<file path="config.mk">
export PLATFORM = sky130hd
export DESIGN_NAME = ddr5_bank_sequencer_flat
export DESIGN_NICKNAME = d
export VERILOG_FILES = /design/src/rtl/ddr5_bank_sequencer_if.sv /design/src/rtl/ddr5_bank_sequencer.sv /design/src/flat_wrapper.sv
export SDC_FILE = /design/constraint.sdc
export NUM_CORES = 2
export LEC_CHECK = 0
export ABC_AREA = 1
export BUFFER_PORTS_ARGS = -buffer_cell sky130_fd_sc_hd__buf_2
export CAP_MARGIN = 30
export CORE_MARGIN = 2
export CORE_UTILIZATION = 35
export CTS_BUF_LIST = sky130_fd_sc_hd__clkbuf_2
export CTS_CLUSTER_SIZE = 25
export DETAILED_ROUTE_END_ITERATION = 12
export SYNTH_ARGS = -nofsm -noshare
export SYNTH_HDL_FRONTEND = slang
export SYNTH_SLANG_ARGS = --single-unit
</file>
<file path="constraint.sdc">
create_clock -name clock -period 4.55 [get_ports clock]
set_input_delay 0.91 -clock clock [delete_from_list [all_inputs] [get_ports clock]]
set_output_delay 0.91 -clock clock [all_outputs]
set_load 0.02 [all_outputs]
</file>
<file path="src/rtl/ddr5_bank_sequencer_if.sv">
`default_nettype none
// ----------------------------------------------------------------------------
// ddr5_bank_sequencer_if: request/command/response bundle of the sequencer
// Rev 1.0
// ----------------------------------------------------------------------------
interface ddr5_bank_sequencer_if;
  logic        req_valid;
  logic        req_ready;
  logic [2:0]  req_bg;
  logic [1:0]  req_bank;
  logic [15:0] req_row;
  logic [9:0]  req_col;
  logic        req_write;
  logic [3:0]  cmd;
  logic [2:0]  cmd_bg;
  logic [1:0]  cmd_bank;
  logic [15:0] cmd_row;
  logic [9:0]  cmd_col;
  logic        rsp_valid;
  logic        rsp_write;

  modport master (
    output req_valid, req_bg, req_bank, req_row, req_col, req_write,
    input  req_ready, cmd, cmd_bg, cmd_bank, cmd_row, cmd_col, rsp_valid, rsp_write
  );

  modport slave (
    input  req_valid, req_bg, req_bank, req_row, req_col, req_write,
    output req_ready, cmd, cmd_bg, cmd_bank, cmd_row, cmd_col, rsp_valid, rsp_write
  );
endinterface
`default_nettype wire

</file>
<file path="src/rtl/ddr5_bank_sequencer.sv">
`default_nettype none
// ----------------------------------------------------------------------------
// ddr5_bank_sequencer: in-order DDR5 PRE/ACT/CAS sequencer, 8 BG x 4 banks
// Rev 1.0
// ----------------------------------------------------------------------------
module ddr5_bank_sequencer #(
  parameter int unsigned TRCD   = 8,
  parameter int unsigned TRP    = 8,
  parameter int unsigned TRAS   = 16,
  parameter int unsigned TRTP   = 4,
  parameter int unsigned TWRP   = 12,
  parameter int unsigned TRRD_L = 4,
  parameter int unsigned TRRD_S = 2,
  parameter int unsigned TCCD_L = 6,
  parameter int unsigned TCCD_S = 4
) (
  input wire logic             clock,
  input wire logic             reset_n,
  ddr5_bank_sequencer_if.slave bus
);

  localparam logic [7:0] c_trcd_m1 = 8'(TRCD - 1);
  localparam logic [7:0] c_trp_m1  = 8'(TRP - 1);
  localparam logic [7:0] c_tras_m1 = 8'(TRAS - 1);
  localparam logic [7:0] c_trtp_m1 = 8'(TRTP - 1);
  localparam logic [7:0] c_twrp_m1 = 8'(TWRP - 1);
  localparam logic [7:0] c_trrd_l  = 8'(TRRD_L);
  localparam logic [7:0] c_trrd_s  = 8'(TRRD_S);
  localparam logic [7:0] c_tccd_l  = 8'(TCCD_L);
  localparam logic [7:0] c_tccd_s  = 8'(TCCD_S);

  localparam logic [3:0] c_cmd_null = 4'd0;
  localparam logic [3:0] c_cmd_act0 = 4'd1;
  localparam logic [3:0] c_cmd_act1 = 4'd2;
  localparam logic [3:0] c_cmd_rd0  = 4'd3;
  localparam logic [3:0] c_cmd_rd1  = 4'd4;
  localparam logic [3:0] c_cmd_wr0  = 4'd5;
  localparam logic [3:0] c_cmd_wr1  = 4'd6;
  localparam logic [3:0] c_cmd_pre  = 4'd7;

  typedef enum logic [2:0] {
    ST_IDLE = 3'd0,
    ST_PRE  = 3'd1,
    ST_ACT0 = 3'd2,
    ST_ACT1 = 3'd3,
    ST_CAS0 = 3'd4,
    ST_CAS1 = 3'd5
  } state_e;

  state_e      state_q, state_d;
  logic [2:0]  bg_q;
  logic [1:0]  bank_q;
  logic [15:0] row_q;
  logic [9:0]  col_q;
  logic        write_q;

  logic        open_q     [32];
  logic        open_d     [32];
  logic [15:0] open_row_q [32];
  logic [15:0] open_row_d [32];
  logic [7:0]  rcd_cnt_q  [32];
  logic [7:0]  rcd_cnt_d  [32];
  logic [7:0]  rp_cnt_q   [32];
  logic [7:0]  rp_cnt_d   [32];
  logic [7:0]  pre_cnt_q  [32];
  logic [7:0]  pre_cnt_d  [32];

  logic [2:0]  last_act_bg_q, last_act_bg_d;
  logic [2:0]  last_cas_bg_q, last_cas_bg_d;
  logic [7:0]  act_elapsed_q, act_elapsed_d;
  logic [7:0]  cas_elapsed_q, cas_elapsed_d;

  logic [4:0]  w_idx;
  logic [4:0]  w_req_idx;
  logic        w_act_gap_ok;
  logic        w_cas_gap_ok;
  logic        w_pre_issue;
  logic        w_act_issue;
  logic        w_cas_issue;
  logic        w_req_ready;
  logic [3:0]  w_cmd;
  logic [2:0]  w_cmd_bg;
  logic [1:0]  w_cmd_bank;
  logic [15:0] w_cmd_row;
  logic [9:0]  w_cmd_col;
  logic        w_rsp_valid;
  logic        w_rsp_write;

  function automatic logic [7:0] dec_sat(input logic [7:0] v);
    return (v == 8'd0) ? 8'd0 : v - 8'd1;
  endfunction

  function automatic logic [7:0] max8(input logic [7:0] a, input logic [7:0] b);
    return (a > b) ? a : b;
  endfunction

  assign w_idx        = {bg_q, bank_q};
  assign w_req_idx    = {bus.req_bg, bus.req_bank};
  assign w_act_gap_ok = act_elapsed_q >= ((bg_q == last_act_bg_q) ? c_trrd_l : c_trrd_s);
  assign w_cas_gap_ok = cas_elapsed_q >= ((bg_q == last_cas_bg_q) ? c_tccd_l : c_tccd_s);

  always_comb begin
    state_d     = state_q;
    w_pre_issue = 1'b0;
    w_act_issue = 1'b0;
    w_cas_issue = 1'b0;
    w_req_ready = 1'b0;
    w_cmd       = c_cmd_null;
    w_cmd_bg    = 3'd0;
    w_cmd_bank  = 2'd0;
    w_cmd_row   = 16'd0;
    w_cmd_col   = 10'd0;
    w_rsp_valid = 1'b0;
    w_rsp_write = 1'b0;
    case (state_q)
      ST_IDLE: begin
        w_req_ready = 1'b1;
        if (bus.req_valid) begin
          if (open_q[w_req_idx] && (open_row_q[w_req_idx] == bus.req_row)) state_d = ST_CAS0;
          else if (open_q[w_req_idx])                                      state_d = ST_PRE;
          else                                                             state_d = ST_ACT0;
        end
      end
      ST_PRE: begin
        if (pre_cnt_q[w_idx] == 8'd0) begin
          w_pre_issue = 1'b1;
          w_cmd       = c_cmd_pre;
          w_cmd_bg    = bg_q;
          w_cmd_bank  = bank_q;
          state_d     = ST_ACT0;
        end
      end
      ST_ACT0: begin
        if ((rp_cnt_q[w_idx] == 8'd0) && w_act_gap_ok) begin
          w_act_issue = 1'b1;
          w_cmd       = c_cmd_act0;
          w_cmd_bg    = bg_q;
          w_cmd_bank  = bank_q;
          w_cmd_row   = row_q;
          state_d     = ST_ACT1;
        end
      end
      ST_ACT1: begin
        w_cmd      = c_cmd_act1;
        w_cmd_bg   = bg_q;
        w_cmd_bank = bank_q;
        w_cmd_row  = row_q;
        state_d    = ST_CAS0;
      end
      ST_CAS0: begin
        if ((rcd_cnt_q[w_idx] == 8'd0) && w_cas_gap_ok) begin
          w_cas_issue = 1'b1;
          w_cmd       = write_q ? c_cmd_wr0 : c_cmd_rd0;
          w_cmd_bg    = bg_q;
          w_cmd_bank  = bank_q;
          w_cmd_col   = col_q;
          state_d     = ST_CAS1;
        end
      end
      ST_CAS1: begin
        w_cmd       = write_q ? c_cmd_wr1 : c_cmd_rd1;
        w_cmd_bg    = bg_q;
        w_cmd_bank  = bank_q;
        w_cmd_col   = col_q;
        w_rsp_valid = 1'b1;
        w_rsp_write = write_q;
        state_d     = ST_IDLE;
      end
      default: state_d = ST_IDLE;
    endcase
  end

  // Every bank's timers run each cycle; only the addressed bank is reloaded on issue.
  // pre_cnt keeps the later of the running bound and the new one.
  always_comb begin
    for (int i = 0; i < 32; i++) begin
      open_d[i]     = open_q[i];
      open_row_d[i] = open_row_q[i];
      rcd_cnt_d[i]  = dec_sat(rcd_cnt_q[i]);
      rp_cnt_d[i]   = dec_sat(rp_cnt_q[i]);
      pre_cnt_d[i]  = dec_sat(pre_cnt_q[i]);
      if (5'(i) == w_idx) begin
        if (w_pre_issue) begin
          open_d[i]   = 1'b0;
          rp_cnt_d[i] = c_trp_m1;
        end
        if (w_act_issue) begin
          open_d[i]     = 1'b1;
          open_row_d[i] = row_q;
          rcd_cnt_d[i]  = c_trcd_m1;
          pre_cnt_d[i]  = max8(dec_sat(pre_cnt_q[i]), c_tras_m1);
        end
        if (w_cas_issue) begin
          pre_cnt_d[i] = max8(dec_sat(pre_cnt_q[i]), write_q ? c_twrp_m1 : c_trtp_m1);
        end
      end
    end
  end

  // Elapsed trackers count the issue cycle itself as 0, so they read 1 on the next cycle.
  always_comb begin
    last_act_bg_d = w_act_issue ? bg_q : last_act_bg_q;
    last_cas_bg_d = w_cas_issue ? bg_q : last_cas_bg_q;
    act_elapsed_d = w_act_issue ? 8'd1
                  : ((act_elapsed_q == 8'd255) ? 8'd255 : act_elapsed_q + 8'd1);
    cas_elapsed_d = w_cas_issue ? 8'd1
                  : ((cas_elapsed_q == 8'd255) ? 8'd255 : cas_elapsed_q + 8'd1);
  end

  always_ff @(posedge clock or negedge reset_n) begin
    if (!reset_n) begin
      state_q       <= ST_IDLE;
      bg_q          <= 3'd0;
      bank_q        <= 2'd0;
      row_q         <= 16'd0;
      col_q         <= 10'd0;
      write_q       <= 1'b0;
      last_act_bg_q <= 3'd0;
      last_cas_bg_q <= 3'd0;
      act_elapsed_q <= 8'd255;
      cas_elapsed_q <= 8'd255;
      for (int i = 0; i < 32; i++) begin
        open_q[i]     <= 1'b0;
        open_row_q[i] <= 16'd0;
        rcd_cnt_q[i]  <= 8'd0;
        rp_cnt_q[i]   <= 8'd0;
        pre_cnt_q[i]  <= 8'd0;
      end
    end else begin
      state_q <= state_d;
      if ((state_q == ST_IDLE) && bus.req_valid) begin
        bg_q    <= bus.req_bg;
        bank_q  <= bus.req_bank;
        row_q   <= bus.req_row;
        col_q   <= bus.req_col;
        write_q <= bus.req_write;
      end
      last_act_bg_q <= last_act_bg_d;
      last_cas_bg_q <= last_cas_bg_d;
      act_elapsed_q <= act_elapsed_d;
      cas_elapsed_q <= cas_elapsed_d;
      for (int i = 0; i < 32; i++) begin
        open_q[i]     <= open_d[i];
        open_row_q[i] <= open_row_d[i];
        rcd_cnt_q[i]  <= rcd_cnt_d[i];
        rp_cnt_q[i]   <= rp_cnt_d[i];
        pre_cnt_q[i]  <= pre_cnt_d[i];
      end
    end
  end

  assign bus.req_ready = w_req_ready;
  assign bus.cmd       = w_cmd;
  assign bus.cmd_bg    = w_cmd_bg;
  assign bus.cmd_bank  = w_cmd_bank;
  assign bus.cmd_row   = w_cmd_row;
  assign bus.cmd_col   = w_cmd_col;
  assign bus.rsp_valid = w_rsp_valid;
  assign bus.rsp_write = w_rsp_write;

endmodule
`default_nettype wire

</file>
<file path="src/flat_wrapper.sv">
// flat-port wrapper written by rule: the top's interface ports become plain ports
module ddr5_bank_sequencer_flat 
#(
  parameter int unsigned TRCD   = 8,
  parameter int unsigned TRP    = 8,
  parameter int unsigned TRAS   = 16,
  parameter int unsigned TRTP   = 4,
  parameter int unsigned TWRP   = 12,
  parameter int unsigned TRRD_L = 4,
  parameter int unsigned TRRD_S = 2,
  parameter int unsigned TCCD_L = 6,
  parameter int unsigned TCCD_S = 4
)
  (clock, reset_n, bus_req_valid, bus_req_bg, bus_req_bank, bus_req_row, bus_req_col, bus_req_write, bus_req_ready, bus_cmd, bus_cmd_bg, bus_cmd_bank, bus_cmd_row, bus_cmd_col, bus_rsp_valid, bus_rsp_write);
  ddr5_bank_sequencer_if bus_i ();
  input wire logic clock;
  input wire logic reset_n;
  input wire logic [$bits(bus_i.req_valid)-1:0] bus_req_valid;
  input wire logic [$bits(bus_i.req_bg)-1:0] bus_req_bg;
  input wire logic [$bits(bus_i.req_bank)-1:0] bus_req_bank;
  input wire logic [$bits(bus_i.req_row)-1:0] bus_req_row;
  input wire logic [$bits(bus_i.req_col)-1:0] bus_req_col;
  input wire logic [$bits(bus_i.req_write)-1:0] bus_req_write;
  output wire logic [$bits(bus_i.req_ready)-1:0] bus_req_ready;
  output wire logic [$bits(bus_i.cmd)-1:0] bus_cmd;
  output wire logic [$bits(bus_i.cmd_bg)-1:0] bus_cmd_bg;
  output wire logic [$bits(bus_i.cmd_bank)-1:0] bus_cmd_bank;
  output wire logic [$bits(bus_i.cmd_row)-1:0] bus_cmd_row;
  output wire logic [$bits(bus_i.cmd_col)-1:0] bus_cmd_col;
  output wire logic [$bits(bus_i.rsp_valid)-1:0] bus_rsp_valid;
  output wire logic [$bits(bus_i.rsp_write)-1:0] bus_rsp_write;
  assign bus_i.req_valid = bus_req_valid;
  assign bus_i.req_bg = bus_req_bg;
  assign bus_i.req_bank = bus_req_bank;
  assign bus_i.req_row = bus_req_row;
  assign bus_i.req_col = bus_req_col;
  assign bus_i.req_write = bus_req_write;
  assign bus_req_ready = bus_i.req_ready;
  assign bus_cmd = bus_i.cmd;
  assign bus_cmd_bg = bus_i.cmd_bg;
  assign bus_cmd_bank = bus_i.cmd_bank;
  assign bus_cmd_row = bus_i.cmd_row;
  assign bus_cmd_col = bus_i.cmd_col;
  assign bus_rsp_valid = bus_i.rsp_valid;
  assign bus_rsp_write = bus_i.rsp_write;
  ddr5_bank_sequencer #(.TRCD(TRCD), .TRP(TRP), .TRAS(TRAS), .TRTP(TRTP), .TWRP(TWRP), .TRRD_L(TRRD_L), .TRRD_S(TRRD_S), .TCCD_L(TCCD_L), .TCCD_S(TCCD_S)) u_core (.clock(clock), .reset_n(reset_n), .bus(bus_i));
endmodule
</file>
After elaboration in Yosys (flattened, before gate mapping)
Cells that the tools add are included.
{"block": "classes", "addsub": 98, "n_lt_le_gt_ge": 68, "eq_ne": 45, "muxes": 442, "bitwise_logic": 2, "n_reduce_logical": 172}
{"cell": "2-to-1 mux 8 bit", "n": 394}
{"cell": "logical NOT 8 bit", "n": 99}
{"cell": "subtractor 8 x 1 -> 8 bit (second input constant)", "n": 96}
{"cell": "greater-than comparator 8 x 4 -> 1 bit (second input constant)", "n": 32}
{"cell": "greater-than comparator 8 bit", "n": 26}
{"cell": "AND reduction 2 bit", "n": 64}
{"cell": "binary-select mux 8 bit (select 5 bit)", "n": 3}
{"cell": "binary-select mux 16 bit (select 5 bit)", "n": 1}
{"cell": "equality test 5 bit (first input constant)", "n": 16}
{"cell": "greater-than comparator 8 x 4 -> 1 bit", "n": 6}
{"cell": "2-to-1 mux 16 bit", "n": 3}
{"cell": "equality test 4 x 5 -> 1 bit (first input constant)", "n": 8}
{"cell": "2-to-1 mux 3 bit", "n": 11}
{"cell": "one-hot mux 16 bit (2 select lines)", "n": 1}
{"cell": "equality test 3 x 5 -> 1 bit (first input constant)", "n": 4}
{"cell": "one-hot mux 10 bit (2 select lines)", "n": 1}
{"cell": "one-hot mux 4 bit (5 select lines)", "n": 1}
{"cell": "adder 8 x 1 -> 8 bit (second input constant)", "n": 2}
{"cell": "equality test 16 bit", "n": 1}
{"cell": "equality test 8 bit (second input constant)", "n": 2}
{"cell": "greater-or-equal comparator 8 bit", "n": 2}
{"cell": "one-hot mux 3 bit (5 select lines)", "n": 1}
{"cell": "2-to-1 mux 1 bit", "n": 14}
{"cell": "greater-or-equal comparator 6 bit (second input constant)", "n": 2}
{"cell": "other kinds (21)", "n": 37}
{"block": "word_totals", "reg_bits": 1369, "output_inout_bits": 38}

Logic depth before layout (Yosys ltp)
{"block": "depth", "depth_word": 11, "mapped_depth": 23}

Least setup slack after synthesis
No wires, ideal clock.
{"block": "synth_timing", "path_kind": "register to output", "startpoint": "register u_core.bg_q[2]", "endpoint": "output bus_cmd_row[10]", "arrival_time_ns": 2.838, "required_ns": 3.640, "path_slack_ns": 0.802, "stages_incl_launch_ff": 16, "path_buffers": 4, "path_cell_list": "dfrtp_1 -> clkbuf_1 -> clkbuf_1 -> xnor2_1 -> nand3_1 -> ha_1 -> inv_1 -> o21ai_0 -> nand2_1 -> nand4_1 -> nand2_2 -> nor2_4 -> buf_4 -> o21ai_1 -> buf_2 -> nor2_1"}
{"block": "synth_between", "elab_chain_len": 8}
{"element": "start, declared", "line_no": "ddr5_bank_sequencer.sv:51", "source": "logic [2:0] bg_q;"}
{"element": "start signal, assigned", "line_no": "ddr5_bank_sequencer.sv:232", "source": "bg_q <= bus.req_bg;"}
{"element": "NOT 5 -> 6 bit (implied by the code)", "line_no": "ddr5_bank_sequencer.sv:134", "source": "if ((rp_cnt_q[w_idx] == 8'd0) && w_act_gap_ok) begin"}
{"element": "binary-select mux 8 bit (select 5 bit)", "line_no": "ddr5_bank_sequencer.sv:134"}
{"element": "2-to-1 mux 8 bit (implied by the code) (2 in a row)", "line_no": "ddr5_bank_sequencer.sv:134"}
{"element": "logical NOT 8 bit", "line_no": "ddr5_bank_sequencer.sv:134"}
{"element": "logical AND 1 bit *", "line_no": "ddr5_bank_sequencer.sv:134"}
{"element": "2-to-1 mux 16 bit *", "line_no": "ddr5_bank_sequencer.sv:134"}
{"element": "one-hot mux 16 bit (2 select lines) *", "line_no": "ddr5_bank_sequencer.sv:115", "source": "case (state_q)"}
{"element": "end, declared", "line_no": "flat_wrapper.sv:28", "source": "output wire logic [$bits(bus_i.cmd_row)-1:0] bus_cmd_row;"}
Mark *: on every way between the ends. The rest lies on a longest branch, timed or not. The select of a mux whose other input is x is not followed.

Worst setup path after layout
{"block": "layout_timing", "startpoint": "register u_core.bank_q[0]", "endpoint": "output bus_cmd_col[9]"}
{"block": "layout_between", "elab_chain_len": 8}
{"element": "start, declared", "line_no": "ddr5_bank_sequencer.sv:52", "source": "logic [1:0] bank_q;"}
{"element": "start signal, assigned", "line_no": "ddr5_bank_sequencer.sv:233", "source": "bank_q <= bus.req_bank;"}
{"element": "NOT 5 -> 6 bit (implied by the code)", "line_no": "ddr5_bank_sequencer.sv:151", "source": "if ((rcd_cnt_q[w_idx] == 8'd0) && w_cas_gap_ok) begin"}
{"element": "binary-select mux 8 bit (select 5 bit)", "line_no": "ddr5_bank_sequencer.sv:151"}
{"element": "2-to-1 mux 8 bit (implied by the code) (2 in a row)", "line_no": "ddr5_bank_sequencer.sv:151"}
{"element": "logical NOT 8 bit", "line_no": "ddr5_bank_sequencer.sv:151"}
{"element": "logical AND 1 bit", "line_no": "ddr5_bank_sequencer.sv:151"}
{"element": "2-to-1 mux 10 bit", "line_no": "ddr5_bank_sequencer.sv:151"}
{"element": "one-hot mux 10 bit (2 select lines)", "line_no": "ddr5_bank_sequencer.sv:115"}
{"element": "end, declared", "line_no": "flat_wrapper.sv:29", "source": "output wire logic [$bits(bus_i.cmd_col)-1:0] bus_cmd_col;"}
No other way between the ends. The select of a mux whose other input is x is not followed.

==> run summary <==
Status - complete, but fails checks
Violated checks - negative setup slack
Fin nets - 10.7k
Yosys top cell area share - 0.453
Crit path time final - 5.49 ns
Pint - 29.6 mW
Die Y - 466 µm
Crit. End Element - output pin
Crit Path Class - register to output pin
Initial antenna violation count - 6
Area grow syn2layout - 12.8%
Psw - 25.3 mW
Post-route cell area - 84,300 µm²
Post-DP Area - 78,700 µm²
Synthesis Warnings - 0
Via/cell ratio - 5.05
# IOs - 73
Seq cells post-synth - 1,369
Syn avg cell area - 7.47 µm²
Final HPWL DP - 152,000 µm
Vias in the first global route - 67.0k
Sequential element share of the synthesized area - 0.459
Final Wtd Congestion - 0.947
DRC violations left - 0
Mapped Nets - 10.3k
Cell variety after synth - 49
Clock tree from TritonCTS - yes
CTS buffer count - 392
GRT overflow - 0
Worst Path Max Fanout - 7
Clock power share - 0.163
Async set or reset register ratio after synthesis - 1.00
CTS max path bufs - 4
Ranking of synthesized cells by area - dfrtp_1 (45%), nand2_1 (13%), inv_1 (6.8%)
Port bufs - 71
DR vias - 68.2k
RSZ-0062 raised after global routing - yes
Final Hold Slack - 0.223 ns
Pre-CTS setup slack - -0.198 ns
Post-Route WL - 231,000 µm
Commonest cells in the netlist - nand2_1 (2,540), inv_1 (1,362), dfrtp_1 (1,353)
Leakage power total - 43.3 nW
Overall global routing resource usage - 0.210
Worst path bufs/invs - 8
PD cells - 652 nW/µm²
FP Rows - 169
Initial Util - 0.352
Post-detailed-route count of antenna-violating nets - 0
FMAX - 182 MHz
Tcrit/Tclk final - 1.21
Worst EP arrival - 4.58 ns
Clock sink count - 1,369
Latest clock arrival within the worst-skew pair - 1.94 ns
Die area - 217,000 µm²
Mapped Area - 74,700 µm²
Endpoints failing hold - 0
Most numerous cell in the Yosys netlist - nand2_1
Fraction of layout cells with a size suffix above 1 - 0.105
CP top delay family - buffers and inverters
Part of the power in combinational logic - 0.460
First-pass GRT wire length - 366,000 µm
EDFF count, synth - 0
Top_reg_cell synth - dfrtp_1
Worst EP required - 3.64 ns
Worst VDD drop - 0.279 mV
CTS Root Cell - clkbuf_2
Crit start category - register
Layout Utilization - 0.397
Sw frac - 0.460
Skew final - 0.289 ns
H-Tree Depth - 5
Final setup fails - 34
Core area - 212,000 µm²
Initial drt markers - 6,024
Max cap viols - 0
CP peak stage delay - 0.49 ns
Power Total - 54.9 mW
PnR worst setup slack - -0.937 ns
Fillcell total - 21.7k
Area leader, netlist - dfrtp_1
Seq pwr share - 0.377
Pre-antenna DRT Iters - 7
Hold Path Class - input port to register
CP Cell Sequence - buf_6, nor2_4, buf_6, clkbuf_16, o21ai_1, nand3_1, nor2_4, nor2_1, nor2_1, nand2_2, nand2_2, nand3_4, inv_4, buf_12, o21ai_4, buf_12, buf_12, nor2_1, buf_4
Die Wd - 466 µm
Measured slew at the worst slew-check pin - 1.24 ns
Syn Inst Count - 10.0k
Largest net degree at the start of global routing - 165
Max_slew headroom - 0.174
Clock transition at path regs - 0.10 ns
Count of pins over their slew limit - 0
Wire length per cell - 17.1 µm
Slowest-stage cell, CP - dfrtp_2
## path summary, 6_finish.rpt
| kind | start | to | slack [ns] | cells after the start |
|---|---|---|---|---|
| worst max-delay path | u_core.bank_q[0]$_DFFE_PN0P_ | bus_cmd_col[9] | -0.94 | 19 |
| min in group asynchronous | reset_n | u_core.open_row_q[397]$_DFFE_PN0P_ | 0.36 | 4 |
| worst min register to register | u_core.pre_cnt_q[224]$_DFF_PN0_ | u_core.pre_cnt_q[224]$_DFF_PN0_ | 0.47 | 1 |
| max in group asynchronous | reset_n | u_core.pre_cnt_q[183]$_DFF_PN0_ | 2.81 | 5 |
| worst max register to register | u_core.bank_q[0]$_DFFE_PN0P_ | u_core.open_row_q[387]$_DFFE_PN0P_ | 0.53 | 18 |
| worst min-delay path | bus_req_bank[0] | u_core.bank_q[0]$_DFFE_PN0P_ | 0.22 | 5 |
## routing by layer
layer | global-route usage | share of wire
met5 | 0 | 0.000052
met4 | 0.0962 | 0.046
met3 | 0.0380 | 0.067
met2 | 0.339 | 0.45
met1 | 0.274 | 0.43
## state kept, by name, indices dropped and copies added (netlist names), 2 cells and up
signal / cells
u_core.act_elapsed_q: 8
u_core.bank_q: 2
u_core.bg_q: 3
u_core.cas_elapsed_q: 8
u_core.col_q: 10
u_core.last_act_bg_q: 3
u_core.last_cas_bg_q: 3
u_core.open_q: 32
u_core.open_row_q: 512
u_core.pre_cnt_q: 256
u_core.rcd_cnt_q: 256
u_core.row_q: 16
u_core.rp_cnt_q: 256
u_core.state_q: 3
## cells in the final DEF (no fill, tap or decap), types with 68 or more instances in the layout
master,Yosys,layout
dfrtp_1,1353,1347
o21ai_0,867,844
nand2_1,2540,2519
nand3_1,1005,994
or2_2,71,71
a21oi_1,167,159
xor2_1,149,148
clkbuf_2,0,570
inv_1,1362,1357
nor3_1,145,141
ha_1,231,231
o21ai_1,115,132
clkinv_1,6,68
xnor2_1,100,100
buf_4,6,136
nand4_1,209,209
nor2_1,1055,999
dlygate4sd3_1,0,95
## timing repair
action                                  in CTS  in global routing
hold endpoints to repair                  1386                  0
endpoints found under the setup margin      34                 34
gates cloned                                 2                  4
pin swaps                                   17                 17
hold buffers                                96                  0
buffers inserted                             9                 19
gates resized for setup                    120                151
## layout make-up
| class | count | area [µm²] | area share |
|---|---|---|---|
| Antenna cell | 8 | 20.0 | 0.000238 |
| Clock inverter | 85 | 427 | 0.00506 |
| Sequential cell | 1369 | 34300 | 0.407 |
| Inverter | 1386 | 5240 | 0.0622 |
| Timing Repair Buffer | 352 | 3590 | 0.0426 |
| Clock buffer | 570 | 2850 | 0.0339 |
| Multi-Input combinational cell | 6900 | 34300 | 0.407 |
| Tap cell | 2821 | 3530 | 0.0419 |
## power groups by stage
| stage | sequential (mW) | combinational (mW) | clock [mW] |
|---|---|---|---|
| 2_1_floorplan | 19.7 | 17.4 | 0 |
| 3_3_place_gp | 20.7 | 23.0 | 0 |
| 3_5_place_dp | 20.7 | 23.7 | 0 |
| 4_1_cts | 20.6 | 24.5 | 9.30 |
| 5_1_grt | 21.3 | 28.7 | 9.93 |
| 6_report | 20.7 | 25.3 | 8.94 |
## logic make-up (layout without fill, tap and decap cells)
kind of cell             count (synthesis)  count (layout)  share of synthesized area
AO/OA/AOI/OAI                         1302            1302                     0.0921
XOR/XNOR                               249             249                     0.0292
adder cells (fa/ha/maj)                231             231                     0.0387
buffers and inverters                 1735            2393                     0.0899
flip-flops                            1369            1369                      0.459
other                                    1               9                  0.0000502
AND/OR/NAND/NOR                       5117            5117                      0.291
## worst reg2reg max path: cells and delay by family (launching register included)
| family | cells | cell delay [ns] |
|---|---|---|
| buf+inv | 7 | 1.69 |
| flops | 1 | 0.49 |
| compound gates | 3 | 0.53 |
| simple gates | 8 | 1.22 |
## metrics by stage
step           cells  TNS, ns
2_1_floorplan  10000        0
3_3_place_gp   12700   -0.520
3_5_place_dp   12700   -0.937
4_1_cts        13500   -35.07
5_1_grt        13500   -35.35
6_report       13500   -29.14
(Power assumes the default switching activity.)
